$ cat config.mk
export PLATFORM = sky130hd
export DESIGN_NAME = dmem_store_buffer
export DESIGN_NICKNAME = d
export VERILOG_FILES = /design/src/rtl/stb_pkg.sv /design/src/rtl/store_buffer_fifo.sv /design/src/rtl/dmem_store_buffer.sv
export SDC_FILE = /design/constraint.sdc
export NUM_CORES = 1
export LEC_CHECK = 0
export CELL_PAD_IN_SITES_DETAIL_PLACEMENT = 1
export CELL_PAD_IN_SITES_GLOBAL_PLACEMENT = 2
export CORE_ASPECT_RATIO = 0.7
export CORE_MARGIN = 5
export CORE_UTILIZATION = 39
export DETAILED_ROUTE_END_ITERATION = 12
export PLACE_DENSITY_LB_ADDON = 0.1
export SLEW_MARGIN = 20
export SYNTH_ARGS = -nofsm -noshare
export SYNTH_HDL_FRONTEND = slang
export SYNTH_SLANG_ARGS = --single-unit
$ cat constraint.sdc
create_clock -name clk -period 4 [get_ports clk]
set_input_delay 0.4 -clock clk [delete_from_list [all_inputs] [get_ports clk]]
set_output_delay 0.4 -clock clk [all_outputs]
set_load 0.01 [all_outputs]
$ cat src/rtl/stb_pkg.sv
// Store-buffer shared types.
//   stb_entry_t : one buffered store, word address plus data
//   STB_AW/DW   : address/data widths the entry layout is built for
//   clog2()     : pointer width for a given buffer depth
package stb_pkg;
    localparam int STB_AW = 32;
    localparam int STB_DW = 32;

    // Only the word address is kept; addr[1:0] never matters for sw.
    typedef struct packed {
        logic [STB_AW-3:0] addr;
        logic [STB_DW-1:0] data;
    } stb_entry_t;

    function automatic int clog2(input int n);
        int r;
        r = 0;
        for (int i = 0; i < 31; i++)
            if ((1 << i) < n) r = i + 1;
        return r;
    endfunction
endpackage

$ cat src/rtl/store_buffer_fifo.sv
// In-order circular FIFO holding buffered stores.
//   clk, rst   : clock, async active-low reset (pointers/count only)
//   push, pop  : enqueue wr_entry at tail / retire head (ignored if full/empty)
//   entries    : raw storage, indexed by slot, for the forwarding compare
//   head       : slot of the oldest entry
//   count      : number of valid entries (0..DEPTH)
//   full/empty : count==DEPTH / count==0
module store_buffer_fifo
    import stb_pkg::*;
#(
    parameter int DEPTH = 4,
    localparam int PW = clog2(DEPTH)
) (
    input  logic                   clk,
    input  logic                   rst,
    input  logic                   push,
    input  logic                   pop,
    input  stb_entry_t             wr_entry,
    output stb_entry_t [DEPTH-1:0] entries,
    output logic [PW-1:0]          head,
    output logic [PW:0]            count,
    output logic                   full,
    output logic                   empty
);
    localparam logic [PW:0] FULL_CNT = (PW+1)'(DEPTH);

    stb_entry_t [DEPTH-1:0] mem;
    logic [PW-1:0]          tail;
    logic                   do_push;
    logic                   do_pop;

    assign full    = (count == FULL_CNT);
    assign empty   = (count == '0);
    assign do_push = push & ~full;
    assign do_pop  = pop & ~empty;
    assign entries = mem;

    // Storage is deliberately not reset; count alone defines validity.
    always_ff @(posedge clk)
        if (do_push) mem[tail] <= wr_entry;

    // DEPTH is a power of two, so pointer overflow is the modulo wrap.
    always_ff @(posedge clk or negedge rst) begin
        if (!rst) begin
            head  <= '0;
            tail  <= '0;
            count <= '0;
        end else begin
            if (do_push) tail <= tail + 1'b1;
            if (do_pop)  head <= head + 1'b1;
            case ({do_push, do_pop})
                2'b10:   count <= count + 1'b1;
                2'b01:   count <= count - 1'b1;
                default: ;
            endcase
        end
    end
endmodule

$ cat src/rtl/dmem_store_buffer.sv
// Posted-write store buffer between the core M stage and dmem.
// Stores retire into a FIFO and drain one per cycle whenever the port is not
// taken by a load. Loads keep priority on the dmem port.
// Build option: define STB_FWD_EN to forward buffered data to matching loads;
// without it a matching load stalls until the matching entries have drained.
// Ports:
//   clk, rst                     : clock, async active-low reset
//   mem_write, mem_read_m        : M-stage store / load request
//   data_addr_m, write_data_m    : M-stage byte address, store data
//   read_data_m                  : load data to core (combinational)
//   stall_m                      : hold M stage this cycle
//   stb_empty                    : nothing buffered
//   dmem_we, dmem_addr, dmem_wd  : dmem write/address port
//   dmem_rd                      : dmem combinational read data
module dmem_store_buffer
    import stb_pkg::*;
#(
    parameter int DEPTH = 4,
    parameter int AW    = STB_AW,
    parameter int DW    = STB_DW
) (
    input  logic          clk,
    input  logic          rst,
    input  logic          mem_write,
    input  logic          mem_read_m,
    input  logic [AW-1:0] data_addr_m,
    input  logic [DW-1:0] write_data_m,
    output logic [DW-1:0] read_data_m,
    output logic          stall_m,
    output logic          stb_empty,
    output logic          dmem_we,
    output logic [AW-1:0] dmem_addr,
    output logic [DW-1:0] dmem_wd,
    input  logic [DW-1:0] dmem_rd
);
    localparam int PW = clog2(DEPTH);

    stb_entry_t [DEPTH-1:0] entries;
    stb_entry_t             wr_entry;
    stb_entry_t             head_entry;
    logic [PW-1:0]          head;
    logic [PW-1:0]          slot;
    logic [PW:0]            count;
    logic                   full;
    logic                   empty;
    logic                   load;
    logic                   hit;
    logic                   ld_block;
    logic                   push;
    logic                   pop;
`ifdef STB_FWD_EN
    logic [DW-1:0]          fwd_data;
`endif

    store_buffer_fifo #(.DEPTH(DEPTH)) u_fifo (
        .clk      (clk),
        .rst      (rst),
        .push     (push),
        .pop      (pop),
        .wr_entry (wr_entry),
        .entries  (entries),
        .head     (head),
        .count    (count),
        .full     (full),
        .empty    (empty)
    );

    assign wr_entry.addr = data_addr_m[AW-1:2];
    assign wr_entry.data = write_data_m;
    assign head_entry    = entries[head];

    // A simultaneous store wins; the read only keeps the port from draining.
    assign load = mem_read_m & ~mem_write;

    // Walk valid entries oldest to youngest so the last match is the youngest.
    always_comb begin
        hit  = 1'b0;
        slot = head;
`ifdef STB_FWD_EN
        fwd_data = '0;
`endif
        for (int k = 0; k < DEPTH; k++) begin
            slot = head + PW'(k);
            if (((PW+1)'(k) < count) && (entries[slot].addr == data_addr_m[AW-1:2])) begin
                hit = 1'b1;
`ifdef STB_FWD_EN
                fwd_data = entries[slot].data;
`endif
            end
        end
    end

`ifdef STB_FWD_EN
    assign ld_block    = 1'b0;
    assign read_data_m = (load & hit) ? fwd_data : dmem_rd;
`else
    // Stale memory would be read: hold the load and let the buffer drain.
    assign ld_block    = load & hit;
    assign read_data_m = dmem_rd;
`endif

    // Full stalls even when a drain frees a slot this cycle: the stall
    // must not depend on the drain decision.
    assign stall_m = (mem_write & full) | ld_block;
    assign push    = mem_write & ~stall_m;
    assign pop     = ~empty & (~mem_read_m | ld_block);

    assign stb_empty = empty;
    assign dmem_we   = pop;
    assign dmem_addr = pop ? {head_entry.addr, 2'b00} : data_addr_m;
    assign dmem_wd   = head_entry.data;
endmodule
# --- After elaboration in Yosys (flattened, before gate mapping) ---
# Index checks and enable logic that the tools add are counted.
word_totals:
  ff_bits: 255
  latchBits: 0
  ramBits: 0
  romBits: 0
  input_bits: 100
  output_inout_bits: 99
  elab_cells: 72
  mem_count: 0
classes:
  add_sub_neg: 6
  mul: 0
  div_mod_pow: 0
  order_cmp: 10
  n_eq_ne: 7
  shifts: 0
  n_mux: 17
  bitwise: 14
  reduce_logical: 7
ops:
  columns: ["op", "n"]
  rows:
  - ["$bmux 62 s2", 4]
  - ["$mux 62", 5]
  - ["$bwmux 248", 1]
  - ["$demux 62 s2", 1]
  - ["$eq 30x30->1", 4]
  - ["$mux 32", 1]
  - ["$lt 2x3->1 const B", 5]
  - ["$and 1x1->1", 7]
  - ["$lt 1x3->1 const A", 2]
  - ["$lt 2x3->1 const A", 2]
  - ["$pmux 3 s2", 1]
  - ["$logic_and 1x1->1", 5]
  - ["$not 1->1", 5]
  - ["$add 2x1->2 const B", 2]
  - ["$add 2x2->2 const B", 2]
  - ["$mux 1", 4]
  - ["$add 3x1->3 const B", 1]
  - ["$eq 3x3->1 const B", 1]
  - ["$logic_not 3->1", 1]
  - ["$sub 3x1->3 const B", 1]
  - ["$eq 2x1->1 const B", 1]
  - ["$eq 2x2->1 const B", 1]
  - ["$ge 2x1->1 const B", 1]
  - ["$or 1x1->1", 2]
  - ["$reduce_bool 2->1", 1]

# --- Depth between registers and ports, before layout ---
# Gate-level depths: netlist (run 1).
logic_depth:
  depth_word: 15
  ltp_mapped: 18
  ltp_nobuf: 13

# --- By module ---
# Synthesis (run 1) repeated with hierarchy kept, for this count alone.
hier_totals:
  hier_cells: 1055
  hier_area_um2: 14744.1
by_module_without_submodules:
  columns: ["mod", "n_inst", "cells_per_inst", "area_each_um2", "seq_area_each_um2"]
  rows:
  - ["store_buffer_fifo", 1, 285, 7887.6, 7622.3]
  - ["dmem_store_buffer", 1, 770, 6856.6, 0.0]

# --- Worst setup path before layout (run 1) ---
# Ideal clock, no wire load.
synth_path:
  path_type: "register to register"
  from: "register u_fifo.head[0]"
  to: "register u_fifo.count[2]"
  setup_time_ps: 134
  t_arrival_ps: 3468
  t_required_ps: 3866
  path_slack_ps: 398
  path_stages_with_launch: 17
  n_path_buf: 4
  period_less_slack_ps: 3602
  cell_sequence: "dfrtp_1 > buf_4 > buf_2 > buf_2 > mux4_2 > xnor2_1 > nand4_1 > nor4_1 > nand4_1 > o41ai_4 > buf_6 > o21ai_1 > a21oi_1 > ha_1 > mux2i_1 > nor2_1 > xor2_1"
synth_between:
  elab_cells_between_ends: 35
  cone_classes: "3 x add/sub; 6 x eq/ne; 13 x mux; 8 x bitwise; 5 x reduce/logical"
synth_lines:
  columns: ["item", "line", "text"]
  rows:
  - ["start, declared", "store_buffer_fifo.sv:20", "output logic [PW-1:0] head,"]
  - ["start signal, assigned", "store_buffer_fifo.sv:50", "if (do_pop) head <= head + 1'b1;"]
  - ["$add 2x1->2 / $bmux 62 s2 (equally long branches)", "dmem_store_buffer.sv:83, dmem_store_buffer.sv:84", null]
  - ["$bmux 62 s2 / $mux 62 (equally long branches)", "dmem_store_buffer.sv:84", "if (((PW+1)'(k) < count) && (entries[slot].addr == data_addr_m[AW-1:2])) begin"]
  - ["$mux 62 (implied by the code) / $eq 30x30->1 (equally long branches)", "dmem_store_buffer.sv:84", null]
  - ["$eq 30x30->1 / $logic_and 1x1->1 (equally long branches)", "dmem_store_buffer.sv:84", null]
  - ["$logic_and 1x1->1 / $mux 1 (equally long branches)", "dmem_store_buffer.sv:84", null]
  - ["$mux 1 (2 in a row)", "dmem_store_buffer.sv:84", null]
  - ["$mux 1 *", "dmem_store_buffer.sv:84", null]
  - ["$and 1x1->1 *", "dmem_store_buffer.sv:98", "assign ld_block = load & hit;"]
  - ["$or 1x1->1 *", "dmem_store_buffer.sv:106", "assign pop = ~empty & (~mem_read_m | ld_block);"]
  - ["$and 1x1->1 *", "dmem_store_buffer.sv:106", null]
  - ["named net dmem_we", "dmem_store_buffer.sv:31", "output logic dmem_we,"]
  - ["$and 1x1->1 *", "store_buffer_fifo.sv:35", "assign do_pop = pop & ~empty;"]
  - ["$eq 2x1->1 / $eq 2x2->1 (equally long branches)", "store_buffer_fifo.sv:51", "case ({do_push, do_pop})"]
  - ["$pmux 3 s2 / $reduce_bool 2->1 (equally long branches)", null, null]
  - ["end signal, assigned", "store_buffer_fifo.sv:52", "2'b10: count <= count + 1'b1;"]
  - ["end signal, assigned", "store_buffer_fifo.sv:53", "2'b01: count <= count - 1'b1;"]
  - ["end, declared", "store_buffer_fifo.sv:21", "output logic [PW:0] count,"]
# The timed path passes the listed nets; every way through them passes the cells marked *. The select of a mux whose other input is x is not followed.
# A chain may end at the register's enable or synchronous reset.

# --- Worst setup path after layout (run 1) ---
layout_path:
  from: "register u_fifo.head[1]"
  to: "output port dmem_addr[7]"
layout_between:
  elab_chain_len: 12
  elab_cells_between_ends: 27
  cone_classes: "3 x add/sub; 4 x eq/ne; 13 x mux; 3 x bitwise; 4 x reduce/logical"
layout_lines:
  columns: ["item", "line", "text"]
  rows:
  - ["$add 2x1->2 / $bmux 62 s2 (equally long branches)", "dmem_store_buffer.sv:83, dmem_store_buffer.sv:70, dmem_store_buffer.sv:84", null]
  - ["$bmux 62 s2 / $mux 62 (equally long branches)", "dmem_store_buffer.sv:84, dmem_store_buffer.sv:70", null]
  - ["$mux 62 (implied by the code) / $eq 30x30->1 (equally long branches)", "dmem_store_buffer.sv:84", null]
  - ["$eq 30x30->1 / $logic_and 1x1->1 (equally long branches)", "dmem_store_buffer.sv:84", null]
  - ["$logic_and 1x1->1 / $mux 1 (equally long branches)", "dmem_store_buffer.sv:84", null]
  - ["$mux 1 (3 in a row)", "dmem_store_buffer.sv:84", null]
  - ["$and 1x1->1", "dmem_store_buffer.sv:98", null]
  - ["$or 1x1->1", "dmem_store_buffer.sv:106", null]
  - ["$and 1x1->1", "dmem_store_buffer.sv:106", null]
  - ["$mux 32 *", "dmem_store_buffer.sv:110", "assign dmem_addr = pop ? {head_entry.addr, 2'b00} : data_addr_m;"]
  - ["end, declared", "dmem_store_buffer.sv:32", "output logic [AW-1:0] dmem_addr,"]
# Every way passes the cells marked *; elsewhere a longest branch is shown, timed or not. The select of a mux whose other input is x is not followed.

==> flow_summary.yaml, run 1 <==
clock_tree:
  clock_latency_ps: 560
  path_clk_slew_ps: 70
  clockRootBuffer: "clkbuf_16"
  hold_buffers: 0
  cts_tree: "yes"
  cts-htree-levels: 1
  max-clock-path-buffers: 3
  cts.sinks: 255
  cts_buffers: 27
timing:
  setup-violations-final: 35
  hold_viol_final: 0
  fmax_mhz: 223.4
  max-slew-margin-rel: 0.4894
  setup_ws_ps: -476.8
  worst_pin_slew_ps: 759.4
  rsz0062_at_grt: "yes"
  slew_violations: 0
  final.min_clock_period_ps: 4477
  clock_skew_ps: 17.95
  fin_crit_sh: 1.119
finish:
  drive_gt1_frac: 0.3793
  fin_cells: 1925
  diodes: 0
  areaGrowthSynthToFinish_pct: 33.95
  fillers: 3679
  layout.nets: 1525
  multi_input_comb_area_sq_mm: 0.006644
  regArea_sq_mm: 0.007630
job:
  drv_cap: 0
setup_path:
  worstPathMaxFanout: 7
  required_ps: 3600
  max_stage_delay_ps: 570
  critPathKind: "flip-flop to output pin"
  cp_cell_sequence: "buf_6 -> mux4_2 -> xnor2_1 -> buf_4 -> nand4_1 -> or4_4 -> o41a_1 -> nand2_4 -> buf_12 -> o211ai_1 -> buf_2"
  worstPathArrival_ps: 4080
  end_kind: "output pin"
  critPathLaunchType: "flip-flop"
  crit_slowest_cell: "dfrtp_4"
synth:
  syn-num-nets: 1188
  yosysTopAreaCell: "edfxtp_1"
  synth.area.top_cells: "edfxtp_1 (50%), mux4_2 (13%), mux2i_1 (6.6%)"
  ys_seq_area_frac: 0.5152
  synth_top_area_frac: 0.5033
  syn_area_sq_mm: 0.01480
  synth_ff_type: "edfxtp_1"
  ys_ff_latch: 255
  ys_warn_count: 0
  avgSynthCellArea_sq_um: 13.71
  ys_types: 70
  synth_edf_count: 248
  netlist_instances: 1079
  ys_async_sr_fraction: 0.02745
floorplanning:
  initial_core_util: 0.3969
  die_area_sq_mm: 0.04199
  die_w_um: 242.8
  io_pins: 199
  rows: 59
  dieHeight_um: 173.0
  core_sq_mm: 0.03728
run_status:
  outcome: "complete, but fails checks"
  violations: "setup timing"
detailed_routing:
  via_per_inst: 5.823
  routedWlPerCell_um: 26.94
  num_vias: 11209
  top_layer: "met4"
  dr_wl_met2_um: 22080
  drt_iter0_drc: 1164
  post-route-drc-count: 0
  met1_length_um: 24630
  wl_met3_um: 4370
  ant_nets: 0
  finalWirelength_um: 51870
  drtPass1Iterations: 7
global_routing:
  grt_pass1_wl_um: 76870
  grt_max_degree: 44
  overflow: 0
  grt.total_usage: 0.2391
  grt_pass1_vias: 11441
  antenna_found_initial: 0
hold_path:
  hold_class: "primary input to async pin"
placement:
  gp_congestion: 0.9331
  place_hpwl_um: 37270
  dp.cells: 1844
  port_buffers: 134
power:
  finalPower_mw: 14.20
  p_leak_nw: 7.427
  power_density_mw_per_mm2: 716.5
  ir_drop_v: 0.0003342
[layout by cell type, fill, tap and decap left out, types with 17 or more instances in the layout]
master	count
edfxtp_1	248
o21ai_0	32
o21a_1	21
mux4_2	86
a21oi_1	40
clkbuf_16	29
nor2_1	49
nand2_1	49
clkdlybuf4s50_1	100
o211ai_1	41
buf_12	24
inv_1	17
mux2i_1	80
mux2_2	17
buf_4	255
buf_2	33
xnor2_1	75
[cell type report]
class	instances	area share
Clock buffer	31	0.03485
Inverter	18	0.003409
Sequential cell	255	0.3850
Tap cell	488	0.03081
Multi-Input combinational cell	679	0.3352
Timing Repair Buffer	435	0.1972
Clock inverter	19	0.01351
[metrics by stage]
step / setup slack, ps / instance area [sq um] / util / hold WS, ps / TNS, ps
CTS: -522.5 / 19600 / 0.5259 / 134.8 / -13020
floorplan: 397.6 / 14800 / - / 104.4 / 0
global placement: -596.9 / 18290 / 0.4907 / 584.1 / -18500
detailed placement: -572.9 / 18290 / 0.4907 / 599.3 / -18570
global route: -581.6 / 19820 / 0.5316 / 168.6 / -18410
finish: -476.8 / 19820 / 0.5316 / 144.1 / -14020
[per-layer routing]
| metal | global-route usage | vias up |
|---|---|---|
| li1 | - | 4897 |
| met1 | 0.3735 | 5827 |
| met2 | 0.3469 | 442 |
| met3 | 0.05309 | 43 |
| met4 | 0.03970 | 0 |
| met5 | 0 | - |
[worst paths after layout]
kind / startpoint / to / slack (ps) / cells past startpoint
min in group clk: write_data_m[11] / u_fifo.entries[197] / 480 / 1
max reg2reg: u_fifo.head[1] / u_fifo.count[2] / -60 / 17
min reg2reg: u_fifo.count[0] / u_fifo.count[0] / 610 / 1
max: u_fifo.head[1] / dmem_addr[7] / -480 / 11
min: rst / u_fifo.head[1] / 140 / 1
max in group asynchronous: rst / u_fifo.head[0] / 3530 / 1
[power by group]
group	switching (mW)	internal, mW	leakage (nW)
sequential	0.276	3.54	2.35
clock	1.11	1.64	0.457
combinational	3.86	3.79	4.62
total	5.24	8.96	7.43
[synthesized netlist by cell type, drive strengths merged (2+ instances only)]
library cell  instances
edfxtp              248
mux2i                98
mux4                 86
xnor2                83
buf                  81
nor2                 51
nand2                50
clkbuf               46
a21oi                42
o211ai               41
o21ai                36
o21a                 21
mux2                 19
inv                  18
nand4                14
xor2                 13
a211o                12
nor3                 11
ha                    9
o22ai                 9
dfrtp                 7
nor4                  7
and2                  6
o2111ai               6
a222oi                5
nand3                 5
a221oi                4
o2bb2ai               4
a2111oi               3
a211oi                3
a2bb2oi               3
a32oi                 3
o2bb2a                3
a22oi                 2
a31o                  2
nand2b                2
o221ai                2
o311ai                2
o32a                  2
or2                   2
or3                   2
or4                   2
[flip-flops by register name, indices dropped and copies added (netlist names)]
name and count:
u_fifo.head 2, u_fifo.tail 2, u_fifo.entries 248, u_fifo.count 3
[what timing repair did]
action                                  in CTS  in global routing
gates resized for setup                    184                 43
endpoints found under the setup margin      38                 37
setup buffers                               24                  7
gates cloned                                 3                  2
pin swaps                                    6                 35
[cell families after synthesis]
group / count (synthesis) / share of synthesized area
flip-flops: 255 / 0.5152
XOR/XNOR: 96 / 0.05683
AND/OR/NAND/NOR: 156 / 0.04947
multiplexers: 203 / 0.2117
adder cells (fa/ha/maj): 9 / 0.007611
AO/OA/AOI/OAI: 215 / 0.1046
buffers and inverters: 145 / 0.05463
[worst max-delay path, delay by kind of cell (launching register included)]
| family | cells | cell delay, ps |
|---|---|---|
| and+or+nand+nor | 3 | 820 |
| AOI/OAI and AO/OA | 2 | 740 |
| buffers and inverters | 4 | 690 |
| DFF | 1 | 570 |
| muxes | 1 | 530 |
| xor gates and xnor gates | 1 | 170 |
No activity file was read; power rests on OpenSTA's default activity.
==> run 2, diff against run 1 <==
--- a/config.mk
+++ b/config.mk
@@ -8,7 +8,6 @@
 export CELL_PAD_IN_SITES_DETAIL_PLACEMENT = 1
 export CELL_PAD_IN_SITES_GLOBAL_PLACEMENT = 2
 export CORE_ASPECT_RATIO = 0.7
-export CORE_MARGIN = 5
 export CORE_UTILIZATION = 39
 export DETAILED_ROUTE_END_ITERATION = 12
 export PLACE_DENSITY_LB_ADDON = 0.1
==> run 2 against run 1 <==
Net effect: combinational power barely moved; sequential power barely moved; critical path depth rose by 3; utilization fell by 0.46 points; power fell by 1.0%; largest cell class unchanged; the run still ends with setup timing left; via count fell by 2.8%; cell count fell by 1.7%; non-clock buffer count fell by 32; die area fell by 7.8%; count of clock-buffer cells in the layout rose by 4; critical endpoint is now dmem_addr[29]; setup slack got worse by 27 ps; routed wire length fell by 2.4%.
==> flow_summary.yaml, run 2 (synthesis gave the netlist of run 1 again) <==
run_status:
  outcome: "complete, but fails checks"
  violations: "setup timing"
clock_tree:
  clockRootBuffer: "clkbuf_16"
  clock_latency_ps: 570
  hold_buffers: 0
  path_clk_slew_ps: 70
  cts_buffers: 27
  cts_tree: "yes"
  cts.sinks: 255
  max-clock-path-buffers: 3
  cts-htree-levels: 1
finish:
  finalCoreUtilization: 0.5270
  drive_gt1_frac: 0.3623
  fillers: 3709
  fin_cells: 1893
  regArea_sq_mm: 0.007630
  diodes: 0
  layout.nets: 1493
  multi_input_comb_area_sq_mm: 0.006698
  design_area_sq_mm: 0.01965
  largest_reg_flops: 248
  mostFrequentLayoutCell: "edfxtp_1"
  final_cell_mix: "edfxtp_1 (248), buf_4 (218), clkdlybuf4s50_1 (100)"
  areaGrowthSynthToFinish_pct: 32.78
floorplanning:
  io_pins: 199
  core_sq_mm: 0.03728
  die_w_um: 234.8
  rows: 59
  die_area_sq_mm: 0.03873
  dieHeight_um: 165.0
  initial_core_util: 0.3969
setup_path:
  critPathKind: "flip-flop to output pin"
  critPathLaunchType: "flip-flop"
  required_ps: 3600
  end_kind: "output pin"
  worstPathArrival_ps: 4100
  worstPathMaxFanout: 18
power:
  pwr-share-seq: 0.270
  ir_drop_v: 0.0004438
  power_frac_clock: 0.187
  swShare: 0.3675
  p_switching_mw: 5.166
  comb_power_share: 0.542
  p_leak_nw: 7.300
  internal-power_mw: 8.892
  power_density_mw_per_mm2: 715.6
placement:
  place_hpwl_um: 36010
  gp_congestion: 0.9412
  placed_area_sq_mm: 0.01808
  port_buffers: 134
  dp.cells: 1812
global_routing:
  antenna_found_initial: 0
  grt_pass1_vias: 11076
  grt_pass1_wl_um: 74990
  grt.total_usage: 0.2638
  overflow: 0
  grt_max_degree: 39
timing:
  worst_pin_slew_ps: 705.1
  setup-violations-final: 35
  hold_viol_final: 0
  fin_crit_sh: 1.126
  final.min_clock_period_ps: 4503
  clock_skew_ps: 11.42
  rsz0062_at_grt: "yes"
  fmax_mhz: 222.1
  setup_ws_ps: -503.4
  slew_violations: 0
  max-slew-margin-rel: 0.5300
detailed_routing:
  routedWlPerCell_um: 26.74
  drtPass1Iterations: 5
  via_per_inst: 5.753
  post-route-drc-count: 0
  finalWirelength_um: 50620
  num_vias: 10890
  drt_iter0_drc: 892
  ant_nets: 0
job:
  drv_cap: 0
hold_path:
  hold_class: "primary input to async pin"
==> run 2: cell types whose count changed in the layout (fill, tap and decap cells not counted), sizes merged <==
| cell | delta |
|---|---|
| buf | -31 |
| clkbuf | +3 |
| clkinvlp | -2 |
| bufinv | -1 |
| clkinv | -1 |
==> run 2: cell type report <==
type | instances | share of cell area
Clock buffer | 35 | 0.03592
Clock inverter | 15 | 0.01045
Inverter | 18 | 0.003567
Multi-Input combinational cell | 679 | 0.3409
Sequential cell | 255 | 0.3884
Tap cell | 488 | 0.03108
Timing Repair Buffer | 403 | 0.1897
==> run 2: timing repair <==
action                                  CTS  global route
resized for setup                       209            24
pin swaps                                38            22
buffers inserted                         21             5
gates cloned                              6             1
endpoints found under the setup margin   37            37
==> run 2: power groups by stage <==
stage	clock [mW]	sequential [mW]	combinational [mW]
3_3_place_gp	0	3.80	7.17
4_1_cts	2.68	3.80	7.51
6_report	2.63	3.80	7.62
2_1_floorplan	0	3.75	4.04
5_1_grt	2.78	3.85	8.08
3_5_place_dp	0	3.84	7.21
==> run 2: final timing paths <==
kind | startpoint | end | slack [ps] | cells after the start
worst max-delay path | u_fifo.head[1] | dmem_addr[29] | -500 | 14
worst max register to register | u_fifo.head[1] | u_fifo.count[2] | -80 | 18
worst min register to register | u_fifo.count[1] | u_fifo.count[1] | 640 | 2
max in group asynchronous | rst | u_fifo.head[1] | 3550 | 1
worst min-delay path | rst | u_fifo.count[1] | 130 | 1
min in group clk | write_data_m[8] | u_fifo.entries[70] | 480 | 1
==> run 2: worst max-delay path, stage by stage, from the launching register on <==
cell       delay [ps]
dfrtp_4           520
buf_12            140
buf_12            140
buf_16            180
mux2i_1           230
a222oi_1          320
nand3_1           190
o2bb2a_4          270
or4_4             560
o2bb2ai_4         240
buf_6             150
buf_12            130
nor3_2             50
a211o_1           240
buf_2             150
==> run 2: metrics by stage <==
stage	power, mW	setup WS [ps]	hold WS (ps)	TNS [ps]
floorplan	7.796	397.6	104.4	0
global placement	10.98	-379.5	618.2	-10800
detailed placement	11.05	-443.4	642.8	-13880
CTS	13.99	-459.5	128.1	-12870
global route	14.70	-610.2	158.6	-18350
finish	14.06	-503.4	125.9	-14200
==> run 2: layer usage <==
layer,up-vias,share of wire,GRT usage
met3,44,0.071,0.05532
met1,5643,0.48,0.3969
met5,-,0,0
li1,4824,-,-
met2,379,0.44,0.3991
met4,0,0.010,0.03678
==> run 3, diff against run 2 <==
--- a/config.mk
+++ b/config.mk
@@ -11,7 +11,7 @@
 export CORE_UTILIZATION = 39
 export DETAILED_ROUTE_END_ITERATION = 12
 export PLACE_DENSITY_LB_ADDON = 0.1
-export SLEW_MARGIN = 20
+export SKIP_CTS_REPAIR_TIMING = 1
 export SYNTH_ARGS = -nofsm -noshare
 export SYNTH_HDL_FRONTEND = slang
 export SYNTH_SLANG_ARGS = --single-unit
==> constraint.sdc (replaced) <==
create_clock -name clk -period 4.3 [get_ports clk]
set_input_delay 0.43 -clock clk [delete_from_list [all_inputs] [get_ports clk]]
set_output_delay 0.43 -clock clk [all_outputs]
set_load 0.01 [all_outputs]
==> run 3 against run 2 <==
Net effect: the flow still finishes with violations (setup timing); critical path depth is the same; setup slack gained 230 ps; die area is the same; routed wire length shrank 1.6%; flip-flop and latch count is the same; register-to-register slack gained 290 ps; cell count shrank 3.6%; sequential share of layout area grew 1.1 points; design area shrank 2.6%; non-clock buffer count shrank 67.
==> flow_summary.yaml, run 3 (synthesis gave the netlist of run 1 again) <==
timing:
  rsz0062_at_grt: "yes"
  worst_pin_slew_ps: 711.7
  setup_ws_ps: -270.8
  final.min_clock_period_ps: 4571
  clock_skew_ps: 15.41
  fin_crit_sh: 1.063
  hold_viol_final: 0
  max-slew-margin-rel: 0.5255
  fmax_mhz: 218.8
  slew_violations: 0
  setup-violations-final: 32
clock_tree:
  clockRootBuffer: "clkbuf_16"
  path_clk_slew_ps: 70
  cts.sinks: 255
  max-clock-path-buffers: 3
  cts-htree-levels: 1
  clock_latency_ps: 560
  cts_tree: "yes"
  cts_buffers: 27
setup_path:
  required_ps: 3870
  reg2reg_depth: 18
  regToRegStartpoint: "u_fifo.head[1]"
  cp_cell_sequence: "buf_6 -> clkbuf_16 -> buf_4 -> mux4_2 -> xnor2_2 -> nand4_1 -> or4_4 -> o41a_1 -> buf_6 -> nand2_8 -> buf_8 -> buf_4 -> o211ai_1 -> clkbuf_2"
  r2r_slack_ps: 210
  end_kind: "output pin"
  worstPathArrival_ps: 4140
  crit_slowest_cell: "dfrtp_4"
  critPathKind: "flip-flop to output pin"
  max_stage_delay_ps: 500
  critPathLaunchType: "flip-flop"
  worstPathMaxFanout: 6
  r2r-end: "u_fifo.count[2]"
floorplanning:
  die_w_um: 234.8
  die_area_sq_mm: 0.03873
  dieHeight_um: 165.0
  core_sq_mm: 0.03728
  rows: 59
  initial_core_util: 0.3969
  io_pins: 199
job:
  drv_cap: 0
power:
  internal-power_mw: 7.909
  ir_drop_v: 0.0002969
  power_density_mw_per_mm2: 659.9
  p_switching_mw: 4.713
  finalPower_mw: 12.62
  swShare: 0.3734
  power_frac_clock: 0.188
  pwr-share-seq: 0.282
  comb_power_share: 0.530
  p_leak_nw: 6.976
placement:
  port_buffers: 134
  gp_congestion: 0.9492
  dp_slack_ps: -128.0
  dp.cells: 1726
  place_hpwl_um: 34920
finish:
  diodes: 0
  fin_cells: 1824
  largest_reg_flops: 248
  drive_gt1_frac: 0.3316
  layout.nets: 1426
  final_cell_mix: "edfxtp_1 (248), buf_4 (157), clkdlybuf4s50_1 (100)"
  fillers: 3691
  mostFrequentLayoutCell: "edfxtp_1"
  finalCoreUtilization: 0.5131
  areaGrowthSynthToFinish_pct: 29.28
detailed_routing:
  ant_nets: 0
  via_per_inst: 5.809
  post-route-drc-count: 0
  drt_iter0_drc: 917
  routedWlPerCell_um: 27.29
  drtPass1Iterations: 6
  num_vias: 10595
  finalWirelength_um: 49780
global_routing:
  grt_pass1_vias: 10446
  antenna_found_initial: 0
  grt_pass1_wl_um: 70120
  overflow: 0
  grt_max_degree: 51
  grt.total_usage: 0.2459
run_status:
  violations: "setup timing"
  outcome: "complete, but fails checks"
hold_path:
  hold_class: "primary input to async pin"
## run 3: cell type report
cell class / instances / area [sq um] / area share
Sequential cell: 255 / 7630 / 0.3989
Multi-Input combinational cell: 679 / 6734 / 0.3521
Timing Repair Buffer: 336 / 3204 / 0.1675
Clock buffer: 32 / 694.4 / 0.03631
Tap cell: 488 / 610.6 / 0.03192
Clock inverter: 16 / 186.4 / 0.009747
Inverter: 18 / 67.56 / 0.003532
## run 3: worst max path at each step
stage,startpoint,endpoint,cells after the start
after floorplan,u_fifo.head[0],u_fifo.count[2],16
after global placement,data_addr_m[11],dmem_we,10
after detailed placement,u_fifo.head[1],dmem_addr[29],13
after CTS,u_fifo.head[1],dmem_addr[29],13
after global routing,u_fifo.head[1],dmem_addr[29],16
final,u_fifo.head[1],dmem_addr[27],14
## run 3: metal layers
| metal | vias up | global-route usage | share of wire |
|---|---|---|---|
| li1 | 4694 | - | - |
| met1 | 5466 | 0.3697 | 0.49 |
| met2 | 380 | 0.3528 | 0.41 |
| met3 | 55 | 0.06970 | 0.084 |
| met4 | 0 | 0.04456 | 0.016 |
| met5 | - | 0 | 0 |
## run 3: stage by stage
step	cell area, sq um	setup TNS [ps]	hold WS (ps)
2_1_floorplan	14800	0	134.4
3_3_place_gp	17370	-2175	584.5
3_5_place_dp	17370	-2552	609.6
4_1_cts	18250	-23370	147.9
5_1_grt	19130	-8246	163.9
6_report	19130	-5410	154.7
## run 3: power by group through the flow
stage	combinational [mW]	sequential (mW)	clock (mW)
floorplan	3.76	3.49	0
global placement	6.25	3.58	0
detailed placement	6.26	3.61	0
CTS	6.29	3.56	2.43
global route	7.07	3.60	2.53
finish	6.69	3.55	2.38
## run 3: worst max-delay path: cells and delay by family (launching register included)
kind | cells | cell delay [ps]
buf+inv | 7 | 1070
simple gates | 3 | 700
compound gates | 2 | 610
flops | 1 | 500
mux | 1 | 450
xor+xnor | 1 | 260
